### src/rtl/mips_defs.sv
// Shared encodings for the multi-cycle MIPS controller: opcodes, functs, ALU ops,
// datapath select codes and the controller state enum.
package mips_defs;

    localparam logic [5:0] OP_RTYPE = 6'h00;
    localparam logic [5:0] OP_JAL   = 6'h03;
    localparam logic [5:0] OP_BEQ   = 6'h04;
    localparam logic [5:0] OP_ORI   = 6'h0D;
    localparam logic [5:0] OP_LUI   = 6'h0F;
    localparam logic [5:0] OP_LW    = 6'h23;
    localparam logic [5:0] OP_SW    = 6'h2B;

    localparam logic [5:0] FN_NOP   = 6'h00;
    localparam logic [5:0] FN_JR    = 6'h08;
    localparam logic [5:0] FN_ADDU  = 6'h21;
    localparam logic [5:0] FN_SUBU  = 6'h23;

    localparam logic [2:0] ALU_ADD  = 3'b000;
    localparam logic [2:0] ALU_SUB  = 3'b001;
    localparam logic [2:0] ALU_OR   = 3'b010;
    localparam logic [2:0] ALU_LUI  = 3'b011;

    localparam logic [1:0] NPC_PC4  = 2'b00;
    localparam logic [1:0] NPC_BR   = 2'b01;
    localparam logic [1:0] NPC_J    = 2'b10;
    localparam logic [1:0] NPC_RS   = 2'b11;

    localparam logic [1:0] DST_RT   = 2'b00;
    localparam logic [1:0] DST_RD   = 2'b01;
    localparam logic [1:0] DST_RA   = 2'b10;

    localparam logic [1:0] WD_ALU   = 2'b00;
    localparam logic [1:0] WD_MEM   = 2'b01;
    localparam logic [1:0] WD_PC    = 2'b10;

    typedef enum logic [2:0] {
        ST_FETCH,
        ST_DECODE,
        ST_EXEC,
        ST_MEM,
        ST_WB
    } state_t;

    typedef struct packed {
        logic addu;
        logic subu;
        logic jr;
        logic nop;
        logic ori;
        logic lui;
        logic lw;
        logic sw;
        logic beq;
        logic jal;
        logic legal;
    } dec_t;

endpackage

### src/rtl/mc_ctrl_dec.sv
// Instruction decoder: opcode/funct to one-hot instruction class plus a legal flag.
module mc_ctrl_dec
    import mips_defs::*;
(
    input  logic [5:0] opcode,
    input  logic [5:0] funct,
    output dec_t       dec
);

    logic rtype;

    always_comb begin
        dec       = '0;
        rtype     = (opcode == OP_RTYPE);
        dec.addu  = rtype && (funct == FN_ADDU);
        dec.subu  = rtype && (funct == FN_SUBU);
        dec.jr    = rtype && (funct == FN_JR);
        dec.nop   = rtype && (funct == FN_NOP);
        dec.ori   = (opcode == OP_ORI);
        dec.lui   = (opcode == OP_LUI);
        dec.lw    = (opcode == OP_LW);
        dec.sw    = (opcode == OP_SW);
        dec.beq   = (opcode == OP_BEQ);
        dec.jal   = (opcode == OP_JAL);
        dec.legal = dec.addu | dec.subu | dec.jr | dec.nop | dec.ori | dec.lui |
                    dec.lw | dec.sw | dec.beq | dec.jal;
    end

endmodule

### src/rtl/mc_ctrl.sv
// Multi-cycle MIPS controller: state register, retired counter and datapath control outputs.
//  state  | meaning
//  FETCH  | wait for imem_rdy, load IR and PC+4
//  DECODE | classify instruction, present ALU controls, flag illegal / retire nop
//  EXEC   | ALU op; branch/jump PC update and jal link write
//  MEM    | data memory access, hold until dmem_rdy
//  WB     | register file write
module mc_ctrl
    import mips_defs::*;
#(
    parameter int CNT_W    = 32,
    parameter int ALU_OP_W = 3
) (
    input  logic                clk,
    input  logic                reset,
    input  logic [5:0]          opcode,
    input  logic [5:0]          funct,
    input  logic                alu_equal,
    input  logic                imem_rdy,
    input  logic                dmem_rdy,
    output logic                ir_we,
    output logic                pc_we,
    output logic [1:0]          npc_sel,
    output logic [ALU_OP_W-1:0] alu_op,
    output logic                alu_src_b,
    output logic                ext_op,
    output logic                reg_we,
    output logic [1:0]          reg_dst,
    output logic [1:0]          wd_sel,
    output logic                mem_we,
    output logic                illegal,
    output logic [CNT_W-1:0]    retired
);

    state_t           state_q, state_d;
    logic [CNT_W-1:0] retired_q, retired_d;
    dec_t             dec;
    logic [2:0]       alu_code;
    logic             src_b_c;
    logic             ext_c;
    logic             retire;

    mc_ctrl_dec u_dec (
        .opcode (opcode),
        .funct  (funct),
        .dec    (dec)
    );

    // ALU controls depend only on the instruction class, so they stay stable DECODE..WB.
    always_comb begin
        alu_code = ALU_ADD;
        src_b_c  = 1'b0;
        ext_c    = 1'b0;
        if (dec.subu || dec.beq) begin
            alu_code = ALU_SUB;
        end else if (dec.ori) begin
            alu_code = ALU_OR;
            src_b_c  = 1'b1;
        end else if (dec.lui) begin
            alu_code = ALU_LUI;
            src_b_c  = 1'b1;
        end else if (dec.lw || dec.sw) begin
            src_b_c  = 1'b1;
            ext_c    = 1'b1;
        end
    end

    always_comb begin
        state_d   = state_q;
        ir_we     = 1'b0;
        pc_we     = 1'b0;
        npc_sel   = NPC_PC4;
        alu_op    = '0;
        alu_src_b = 1'b0;
        ext_op    = 1'b0;
        reg_we    = 1'b0;
        reg_dst   = DST_RT;
        wd_sel    = WD_ALU;
        mem_we    = 1'b0;
        illegal   = 1'b0;
        retire    = 1'b0;
        if (!reset) begin
            if (state_q != ST_FETCH) begin
                alu_op    = ALU_OP_W'(alu_code);
                alu_src_b = src_b_c;
                ext_op    = ext_c;
            end
            case (state_q)
                ST_FETCH: begin
                    ir_we = imem_rdy;
                    pc_we = imem_rdy;
                    if (imem_rdy) state_d = ST_DECODE;
                end
                ST_DECODE: begin
                    if (!dec.legal) begin
                        illegal = 1'b1;
                        state_d = ST_FETCH;
                    end else if (dec.nop) begin
                        retire  = 1'b1;
                        state_d = ST_FETCH;
                    end else begin
                        state_d = ST_EXEC;
                    end
                end
                ST_EXEC: begin
                    if (dec.lw || dec.sw) begin
                        state_d = ST_MEM;
                    end else if (dec.beq) begin
                        pc_we   = alu_equal;
                        npc_sel = NPC_BR;
                        retire  = 1'b1;
                        state_d = ST_FETCH;
                    end else if (dec.jal) begin
                        pc_we   = 1'b1;
                        npc_sel = NPC_J;
                        reg_we  = 1'b1;
                        reg_dst = DST_RA;
                        wd_sel  = WD_PC;
                        retire  = 1'b1;
                        state_d = ST_FETCH;
                    end else if (dec.jr) begin
                        pc_we   = 1'b1;
                        npc_sel = NPC_RS;
                        retire  = 1'b1;
                        state_d = ST_FETCH;
                    end else if (dec.addu || dec.subu || dec.ori || dec.lui) begin
                        state_d = ST_WB;
                    end else begin
                        state_d = ST_FETCH;
                    end
                end
                ST_MEM: begin
                    mem_we = dec.sw;
                    if (dmem_rdy) begin
                        if (dec.lw) begin
                            state_d = ST_WB;
                        end else begin
                            retire  = 1'b1;
                            state_d = ST_FETCH;
                        end
                    end
                end
                ST_WB: begin
                    reg_we  = 1'b1;
                    reg_dst = (dec.addu || dec.subu) ? DST_RD : DST_RT;
                    wd_sel  = dec.lw ? WD_MEM : WD_ALU;
                    retire  = 1'b1;
                    state_d = ST_FETCH;
                end
                default: state_d = ST_FETCH;
            endcase
        end
        retired_d = retire ? retired_q + CNT_W'(1) : retired_q;
    end

    always_ff @(posedge clk or posedge reset) begin
        if (reset) begin
            state_q   <= ST_FETCH;
            retired_q <= '0;
        end else begin
            state_q   <= state_d;
            retired_q <= retired_d;
        end
    end

    assign retired = retired_q;

endmodule
### config.mk
export PLATFORM = sky130hd
export DESIGN_NAME = mc_ctrl
export DESIGN_NICKNAME = d
export VERILOG_FILES = /design/src/rtl/mips_defs.sv /design/src/rtl/mc_ctrl_dec.sv /design/src/rtl/mc_ctrl.sv
export SDC_FILE = /design/constraint.sdc
export NUM_CORES = 1
export LEC_CHECK = 0
export CORE_UTILIZATION = 48
export CTS_CLUSTER_DIAMETER = 50
export DETAILED_ROUTE_END_ITERATION = 8
export GPL_TIMING_DRIVEN = 0
export PLACE_DENSITY_LB_ADDON = 0.25
export SLEW_MARGIN = 25
export SYNTH_ARGS = -nofsm -noshare
export SYNTH_HDL_FRONTEND = slang
export SYNTH_HIERARCHICAL = 1
export SYNTH_SLANG_ARGS = --single-unit
### constraint.sdc
create_clock -name clk -period 3.1 [get_ports clk]
set_clock_uncertainty 0.2 [all_clocks]
set_input_delay 0.62 -clock clk [delete_from_list [all_inputs] [get_ports clk]]
set_output_delay 0.62 -clock clk [all_outputs]
set_load 0.03 [all_outputs]
==> flow_summary.json, run 1 <==
{
  "cts_buffers": 5,
  "reg2reg_depth": 6,
  "rsz0062_at_grt": "no",
  "ys_seq_area_share_pct": 39.1,
  "maxSlewViolCount": 0,
  "crit_buf_inv": 2,
  "syn_inst": 235,
  "hpwl_um": 3740,
  "worstHoldStart": "retired[31]$_DFFE_PP0P_",
  "r2r_end": "retired[27]$_DFFE_PP0P_",
  "synth.top_cell.area_share_pct": 39.1,
  "hold_viol": 0,
  "synth_compound_area_share_pct": 5.98,
  "area_delta_synth_final_pct": 37.9,
  "syn_avg_cell_area_um2": 9.53,
  "fmax_ghz": 0.332,
  "synth.most_common_cell": "dfrtp_1",
  "grt_overflow_total": 0,
  "p_int_mw": 0.780,
  "dp_slack_ns": -1.05,
  "drtPass1Iterations": 4,
  "ctsHtreeMaxLevel": 2,
  "place_congestion": 0.874,
  "final-instance-count-excl-fill": 363,
  "grt_usage_pct": 22.5,
  "drc": 0,
  "cts.sinks": 35,
  "routed.top_layer": "met4",
  "route.met3.wl_um": 227,
  "fin_area_um2": 3090,
  "period_share_pct": 97.1,
  "p_clk_share_pct": 31.4,
  "crit_type": "in2out",
  "cp_cell_sequence": "dlygate4sd2_1, and3b_2, and3_4, or4_4, a21oi_1, buf_2",
  "n_fill_cell": 352,
  "synth_cell_types": 45,
  "maxSlewHeadroom_pct": 47.8,
  "insertedDiodeCount": 0,
  "ios": 65,
  "die_h_um": 70.3,
  "cap_viol_max_count": 0,
  "dieWidth_um": 70.3,
  "placed_area_um2": 2940,
  "cpLargestDelayFamily": "simple AND/OR/NAND/NOR gates",
  "yosysTopAreaCell": "dfrtp_1",
  "p_per_area_nw_per_um2": 366,
  "crit_fanout": 3,
  "wl_um": 5200,
  "path_clk_slew_ns": 0.07,
  "max_slew.worst_pin.slew_ns": 0.778,
  "hold_class": "reg2reg",
  "ff_latch_area_um2": 876,
  "synth_edf_count": 0,
  "drive_gt1_share_pct": 20.9,
  "p_leak_nw": 1.39,
  "status": "finished, final reports clean",
  "yosys-top-cells-count": "dfrtp_1 (35), nor2_1 (23), xor2_1 (18)",
  "setup_violations": 0,
  "rows": 24,
  "synthTopCellsByArea": "dfrtp_1 (39%), xor2_1 (7.0%), xnor2_1 (5.1%), nor4_2 (5.0%), nor2_1 (3.9%)",
  "insertion_delay_ns": 0.28,
  "route.antenna.remaining_nets": 0,
  "min_to": "retired[31]$_DFFE_PP0P_",
  "cts_root_buffer": "clkbuf_8",
  "critPathSlowestCell": "or4_4",
  "dpl.cell_count": 349,
  "syn_area_um2": 2240,
  "cp_slowest_stage_delay_ns": 0.54,
  "numPortBuffers": 62,
  "hold_depth": 1,
  "ys_ff_latch": 35,
  "wl_per_cell_um": 14.3,
  "met1_length_um": 2270,
  "synth_warnings": 6,
  "cts_tree": "yes",
  "grt_antenna_before_repair": 0,
  "async_flop_share_pct": 100,
  "wl_met2_um": 2610,
  "core_region_area_um2": 4410,
  "swShare_pct": 31.0,
  "synth_top_family_by_area": "simple AND/OR/NAND/NOR gates",
  "multiInputGateArea_um2": 1350,
  "cp.arrival_ns": 2.19,
  "cp-end-kind": "output port",
  "num_vias": 2063,
  "synth_fa_ha_area_share_pct": 0.559,
  "syn_nets": 253,
  "fin_ws_ns": 0.0889,
  "start_util_pct": 50.7,
  "die-area_um2": 4940,
  "cp.required_ns": 2.28,
  "power_frac_comb_pct": 24.8,
  "drtIter0Drc": 105,
  "power_switching_mw": 0.351,
  "period_minus_slack_ns": 3.01,
  "seqPwrFrac_pct": 43.8,
  "grt_max_degree": 19,
  "nNetsFinal": 328,
  "timing.rr.start": "state_q[0]$_DFFE_PP0P_",
  "start_kind": "primary input",
  "synthXorXnorAreaFrac_pct": 12.1,
  "ff2ff_setup_slack_ns": 0.97,
  "peakVddDrop_uv": 304,
  "cts.path.max_buffers": 2,
  "grt_pass1_vias": 1989,
  "startpoint": "funct[5]",
  "grt_first_pass_wirelength_um": 8820,
  "synth-simple-area-share_pct": 36.8,
  "synth_mux_area_share_pct": 0.950,
  "via_per_inst": 5.68,
  "synth_ff_type": "dfrtp_1"
}
-- per-layer routing --
metal,up-vias,GRT usage [%]
li1,993,-
met1,999,28.7
met2,62,37.1
met3,9,4.91
met4,0,8.22
met5,-,0
-- power by group through the flow --
stage                     clock [mW]  combinational (mW)  sequential (mW)
after global placement             0               0.271            0.503
after CTS                      0.364               0.281            0.495
after floorplan                    0               0.161            0.518
after detailed placement           0               0.274            0.503
final                          0.356               0.280            0.495
after global routing           0.386               0.300            0.499
-- final cells by class --
class | instances | area share, %
Multi-Input combinational cell | 179 | 43.7
Sequential cell | 35 | 28.4
Timing Repair Buffer | 67 | 19.2
Clock buffer | 8 | 3.24
Tap cell | 52 | 2.11
Buffer | 11 | 1.94
Inverter | 10 | 1.34
Timing Repair inverter | 1 | 0.162
-- what timing repair did --
item                       in CTS  in global routing
hold buffers                    0                  0
pin swaps                       8                  2
gates resized for setup        81                 13
gates cloned                    1                  0
setup endpoints to repair      45                  7
setup buffers                   4                  1
-- worst max-delay path by stage --
stage / to / slack (ns) / cells past startpoint
3_3_place_gp: wd_sel[1] / -0.99 / 10
6_report: alu_src_b / 0.09 / 6
4_1_cts: ext_op / 0.02 / 7
5_1_grt: reg_dst[1] / 0.02 / 9
3_5_place_dp: wd_sel[1] / -1.05 / 10
2_1_floorplan: illegal / 0.12 / 4
-- state kept, by name (all words and copies together), names as in the netlist --
| name | cells |
|---|---|
| retired | 32 |
| state_q | 3 |
-- metrics by stage --
step / setup TNS (ns) / hold slack, ns / power, mW / util [%]
2_1_floorplan: 0 / 0.449 / 0.679 / -
3_3_place_gp: -25.75 / 0.255 / 0.774 / 66.5
3_5_place_dp: -27.86 / 0.255 / 0.777 / 66.5
4_1_cts: 0 / 0.268 / 1.14 / 70.0
5_1_grt: 0 / 0.312 / 1.19 / 70.0
6_report: 0 / 0.266 / 1.13 / 70.0
-- logic make-up (layout without fill, tap and decap cells) --
family	after synthesis	after routing
other	1	1
buffers and inverters	21	97
flip-flops	35	35
AO/OA/AOI/OAI	19	19
XOR/XNOR	31	31
adder cells (fa/ha/maj)	1	1
multiplexers	2	2
AND/OR/NAND/NOR	125	125
-- layout by cell type (no fill, tap or decap), types with 3 or more instances in the layout --
cell / count
and4_1: 3
inv_1: 9
nor4_2: 9
xor2_1: 18
dlygate4sd2_1: 9
and3_1: 8
clkbuf_1: 3
xnor2_1: 13
clkbuf_8: 7
a21oi_1: 6
nor3_1: 9
nand2_1: 13
buf_2: 15
clkdlybuf4s50_1: 37
nor2_1: 22
dfrtp_1: 35
nand3_1: 15
a22o_1: 3
nand2b_1: 3
nor3b_1: 3
nand4_1: 12
buf_4: 10
nor4_4: 4
(Power assumes the default switching activity.)
==> inputs of run 2 (changes only) <==
--- a/config.mk
+++ b/config.mk
@@ -5,11 +5,13 @@
 export SDC_FILE = /design/constraint.sdc
 export NUM_CORES = 1
 export LEC_CHECK = 0
+export CORE_MARGIN = 4
 export CORE_UTILIZATION = 48
 export CTS_CLUSTER_DIAMETER = 50
 export DETAILED_ROUTE_END_ITERATION = 8
 export GPL_TIMING_DRIVEN = 0
 export PLACE_DENSITY_LB_ADDON = 0.25
+export RECOVER_POWER = 25
 export SLEW_MARGIN = 25
 export SYNTH_ARGS = -nofsm -noshare
 export SYNTH_HDL_FRONTEND = slang
==> run 2 against run 1 <==
  * Die area is 18% higher
  * Global-route usage is 3.0 points lower
  * Non-clock buffer count is 2 lower
  * Utilization is 0.13 points lower
  * First-iteration DRC count is 26% higher
  * Combinational power is 4% higher
==> flow_summary.json, run 2 (same netlist as run 1, synthesis figures left out) <==
{
  "grt.busiest_layer": "met2",
  "path_clk_slew_ns": 0.07,
  "grt_pass1_vias": 1981,
  "wl_per_cell_um": 15.2,
  "cp.required_ns": 2.28,
  "start_util_pct": 50.4,
  "maxSlewHeadroom_pct": 31.9,
  "hold_viol": 0,
  "period_share_pct": 99.2,
  "grt_first_pass_wirelength_um": 9340,
  "cpLargestDelayFamily": "simple AND/OR/NAND/NOR gates",
  "grt_overflow_total": 0,
  "drtPass1Iterations": 4,
  "maxSlewViolCount": 0,
  "cp.arrival_ns": 2.26,
  "start_kind": "primary input",
  "hpwl_um": 3840,
  "final_common_cell": "clkdlybuf4s50_1",
  "ctsHtreeMaxLevel": 2,
  "grt_usage_pct": 19.4,
  "cts.path.max_buffers": 2,
  "area_delta_synth_final_pct": 38.6,
  "critPathSlowestCell": "or4_4",
  "via_per_inst": 5.80,
  "cts_buffers": 5,
  "rows": 24,
  "place_congestion": 0.850,
  "cpMostUsedCell": "buf_4",
  "whs_ns": 0.270,
  "ff_latch_area_um2": 876,
  "grt_util_met2_pct": 31.5,
  "hold_class": "reg2reg",
  "holdBufCountCts": 0,
  "n_fill_cell": 369,
  "ios": 65,
  "status": "finished, final reports clean",
  "period_minus_slack_ns": 3.08,
  "num_vias": 2088,
  "layout_common_cells": "clkdlybuf4s50_1 (38), dfrtp_1 (35), nor2_1 (20)",
  "grt_util_met1_pct": 25.5,
  "max_slew.worst_pin.slew_ns": 1.02,
  "setup_tns_ns": 0,
  "drtIter0Drc": 132,
  "numPortBuffers": 62,
  "peakVddDrop_uv": 253,
  "grt_max_degree": 19,
  "nNetsFinal": 326,
  "wl_um": 5480,
  "setup_violations": 0,
  "p_per_area_nw_per_um2": 379,
  "drive_gt1_share_pct": 20.5,
  "cap_viol_max_count": 0,
  "dieWidth_um": 76.3,
  "core_region_area_um2": 4440,
  "drc": 0,
  "cp_slowest_stage_delay_ns": 0.53,
  "crit_fanout": 4,
  "largest_register_ffs": 32,
  "route.antenna.remaining_nets": 0,
  "fmax_ghz": 0.325,
  "cp-end-kind": "output port",
  "crit_type": "in2out",
  "ff2ff_setup_slack_ns": 1.00,
  "grt_antenna_before_repair": 0,
  "cts_tree": "yes",
  "p_total_mw": 1.18,
  "multiInputGateArea_um2": 1360,
  "globalRouteMet3Util_pct": 4.02,
  "crit_buf_inv": 3,
  "insertion_delay_ns": 0.28,
  "cp_cell_sequence": "clkdlybuf4s15_2, nor4_4, and2_1, and3_4, or4_4, buf_4, a21oi_1, buf_4",
  "die-area_um2": 5820,
  "insertedDiodeCount": 0,
  "cts.sinks": 35,
  "die_h_um": 76.3,
  "cts_root_buffer": "clkbuf_8",
  "p_leak_nw": 1.35
}
run 2: changes by cell type in the layout (fill, tap and decap cells not counted), moves of 2 or more:
| cell | change |
|---|---|
| dlygate4sd2_1 | -5 |
| clkdlybuf4s15_1 | +5 |
| clkdlybuf4s15_2 | +2 |
| nor2_1 | -2 |
| buf_2 | -4 |
| nor2_2 | +2 |
| buf_4 | -2 |
| clkbuf_8 | -2 |
run 2: power breakdown:
part | total [mW] | switching [mW] | internal (mW)
Combinational | 0.290 | 0.181 | 0.109
Sequential | 0.496 | 0.0215 | 0.475
Clock | 0.389 | 0.153 | 0.235
run 2: path summary, 6_finish.rpt:
kind,start,to,cells after the start
setup / recovery,funct[2],alu_src_b,8
hold / removal,retired[31]$_DFFE_PP0P_,retired[31]$_DFFE_PP0P_,1
setup reg to reg,state_q[0]$_DFFE_PP0P_,retired[23]$_DFFE_PP0P_,6
hold reg to reg,retired[31]$_DFFE_PP0P_,retired[31]$_DFFE_PP0P_,1
max in group asynchronous,reset,retired[3]$_DFFE_PP0P_,3
min in group asynchronous,reset,retired[20]$_DFFE_PP0P_,2
run 2: layout make-up:
cell class	count	area share (%)
Sequential cell	35	28.2
Buffer	11	1.93
Clock inverter	1	0.967
Inverter	10	1.33
Timing Repair Buffer	65	19.3
Timing Repair inverter	1	0.161
Clock buffer	6	2.34
Multi-Input combinational cell	179	43.7
Tap cell	52	2.10
run 2: per-stage QoR:
stage / cell area, µm² / std cells / setup WS, ns / utilization, %
after floorplan: 2250 / 235 / 0.120 / -
after global placement: 2940 / 349 / -0.977 / 66.0
after detailed placement: 2940 / 349 / -0.984 / 66.0
after CTS: 3090 / 360 / 0.0112 / 69.5
after global routing: 3100 / 360 / -0.0275 / 69.8
final: 3100 / 360 / 0.0241 / 69.8
run 2: what timing repair did:
action,in CTS,in global routing
pin swaps,5,1
buffers inserted,3,0
gates cloned,1,0
resized for setup,86,16
endpoints found under the setup margin,45,9
run 2: metal layers:
layer	wire length, µm	share of wire (%)	vias up
li1	-	-	1001
met1	2400	44	1007
met2	2670	49	70
met3	335	6.1	10
met4	78	1.4	0
met5	0	0	-
run 2: worst register-to-register path, stage by stage (launching register included):
cell and delay, ns:
dfrtp_1 0.40, buf_2 0.18, o21a_1 0.23, nor3_4 0.27
nand3_4 0.22, nor4_2 0.34, xor2_1 0.20
==> inputs of run 3 (changes only) <==
--- a/config.mk
+++ b/config.mk
@@ -5,6 +5,7 @@
 export SDC_FILE = /design/constraint.sdc
 export NUM_CORES = 1
 export LEC_CHECK = 0
+export CAP_MARGIN = 20
 export CORE_MARGIN = 4
 export CORE_UTILIZATION = 48
 export CTS_CLUSTER_DIAMETER = 50
@@ -12,6 +13,7 @@
 export GPL_TIMING_DRIVEN = 0
 export PLACE_DENSITY_LB_ADDON = 0.25
 export RECOVER_POWER = 25
+export SETUP_SLACK_MARGIN = 0.5
 export SLEW_MARGIN = 25
 export SYNTH_ARGS = -nofsm -noshare
 export SYNTH_HDL_FRONTEND = slang
==> run 3 against run 2 <==
  * Via count up 23%
  * Critical path depth unchanged
  * Routed wire length up 68%
  * Total power up 5.5%
  * Non-clock buffer count up 40
  * Clock power down 17%
  * Sequential power up 0.8%
  * Die area unchanged
  * Register-to-register slack worse by 0.52 ns
  * Highest routed layer unchanged
==> flow_summary.json, run 3 (same netlist as run 1, synthesis figures left out) <==
{
  "via_per_inst": 6.40,
  "nNetsFinal": 366,
  "rsz0062_at_grt": "yes",
  "peakVddDrop_uv": 223,
  "r2r_end": "retired[29]$_DFFE_PP0P_",
  "dp_slack_ns": -0.907,
  "worstHoldStart": "retired[30]$_DFFE_PP0P_",
  "max_slew.worst_pin.slew_ns": 1.19,
  "fmax_ghz": 0.323,
  "layout_common_cells": "buf_4 (37), clkdlybuf4s50_1 (35), dfrtp_1 (35)",
  "path_clk_slew_ns": 0.07,
  "largest_register_ffs": 32,
  "holdBufCountCts": 0,
  "cp.required_ns": 2.28,
  "min_to": "retired[30]$_DFFE_PP0P_",
  "insertedDiodeCount": 0,
  "maxSlewViolCount": 0,
  "hpwl_um": 4180,
  "p_total_mw": 1.24,
  "cts.sinks": 35,
  "cp.arrival_ns": 2.28,
  "period_minus_slack_ns": 3.10,
  "period_share_pct": 100,
  "grt_max_degree": 19,
  "cts.path.max_buffers": 2,
  "reg2reg_depth": 6,
  "drtIter0Drc": 317,
  "critPathSlowestCell": "or4_4",
  "cpMostUsedCell": "buf_4",
  "die_h_um": 76.3,
  "cpLargestDelayFamily": "simple AND/OR/NAND/NOR gates",
  "cap_viol_max_count": 0,
  "route.antenna.remaining_nets": 0,
  "place_congestion": 0.823,
  "area_delta_synth_final_pct": 72.6,
  "wl_um": 9190,
  "numPortBuffers": 62,
  "fin_ws_ns": 0.00147,
  "die-area_um2": 5820,
  "rows": 24,
  "start_util_pct": 50.4,
  "hold_class": "reg2reg",
  "n_fill_cell": 208,
  "crit_type": "in2out",
  "num_vias": 2565,
  "maxSlewHeadroom_pct": 20.6,
  "p_leak_nw": 1.91,
  "hold_depth": 1,
  "timing.rr.start": "retired[15]$_DFFE_PP0P_",
  "core_region_area_um2": 4440,
  "cp_cell_sequence": "buf_12, buf_4, nor3_1, nand3_1, inv_2, or4_4, nor4_4, buf_4",
  "ios": 65,
  "setup_violations": 0,
  "grt_first_pass_wirelength_um": 10900,
  "grt_overflow_total": 0,
  "cts_buffers": 5,
  "start_kind": "primary input",
  "wl_per_cell_um": 22.9,
  "drc": 0,
  "ff2ff_setup_slack_ns": 0.48,
  "cp-end-kind": "output port",
  "drive_gt1_share_pct": 43.6,
  "crit_fanout": 5,
  "dieWidth_um": 76.3,
  "drtPass1Iterations": 5,
  "final_common_cell": "buf_4",
  "grt_usage_pct": 22.8,
  "status": "finished, final reports clean",
  "p_per_area_nw_per_um2": 321,
  "cts_root_buffer": "clkbuf_8",
  "cts_tree": "yes",
  "grt_pass1_vias": 2221,
  "cp_slowest_stage_delay_ns": 0.58,
  "crit_buf_inv": 4,
  "grt_antenna_before_repair": 0,
  "ctsHtreeMaxLevel": 2,
  "insertion_delay_ns": 0.29,
  "hold_viol": 0
}
run 3: layout make-up:
class | instances | area, µm² | share of cell area [%]
inverter | 10 | 38.8 | 1.00
tap | 52 | 65.1 | 1.68
clock inverter | 1 | 5.00 | 0.129
timing repair inverter | 1 | 5.00 | 0.129
buffer | 11 | 80.1 | 2.07
clock buffer | 7 | 76.3 | 1.97
timing repair buffer | 105 | 1020 | 26.4
multi-input combinational | 179 | 1700 | 43.9
sequential | 35 | 876 | 22.7
run 3: layer usage:
layer	share of wire [%]	track usage (%)	wire length, µm	up-vias
met3	7.8	3.90	719	48
li1	-	-	-	1079
met5	0	0	0	-
met1	37	28.6	3400	1262
met4	5.4	8.70	496	0
met2	50	39.0	4580	176
run 3: how the worst max path moves through the flow:
stage	depth (start not counted)	startpoint	slack (ns)	endpoint
2_1_floorplan	4	funct[0]	0.21	ext_op
3_3_place_gp	7	opcode[2]	-0.86	ext_op
3_5_place_dp	7	opcode[2]	-0.91	ext_op
4_1_cts	7	opcode[4]	0.19	ext_op
5_1_grt	8	opcode[3]	0.005	ext_op
6_report	8	opcode[3]	0.001	ext_op
run 3: what timing repair did:
item	CTS	global route
pin swaps	13	59
endpoints found under the setup margin	48	46
gates resized for setup	175	82
setup buffers	19	21
gates cloned	1	3
run 3: through the flow:
step	instances	hold WS [ns]	area [µm²]	util [%]	TNS (ns)
after detailed placement	349	0.264	3030	68.2	-18.30
after global routing	401	0.333	3860	87.0	0
after CTS	377	0.276	3370	75.9	0
after floorplan	235	0.449	2350	-	0
after global placement	349	0.255	3030	68.2	-17.36
final	401	0.294	3860	87.0	0
run 3: report_power, final:
part	internal, mW	switching [mW]
registers	0.474	0.0256
logic	0.166	0.250
clock network	0.158	0.166
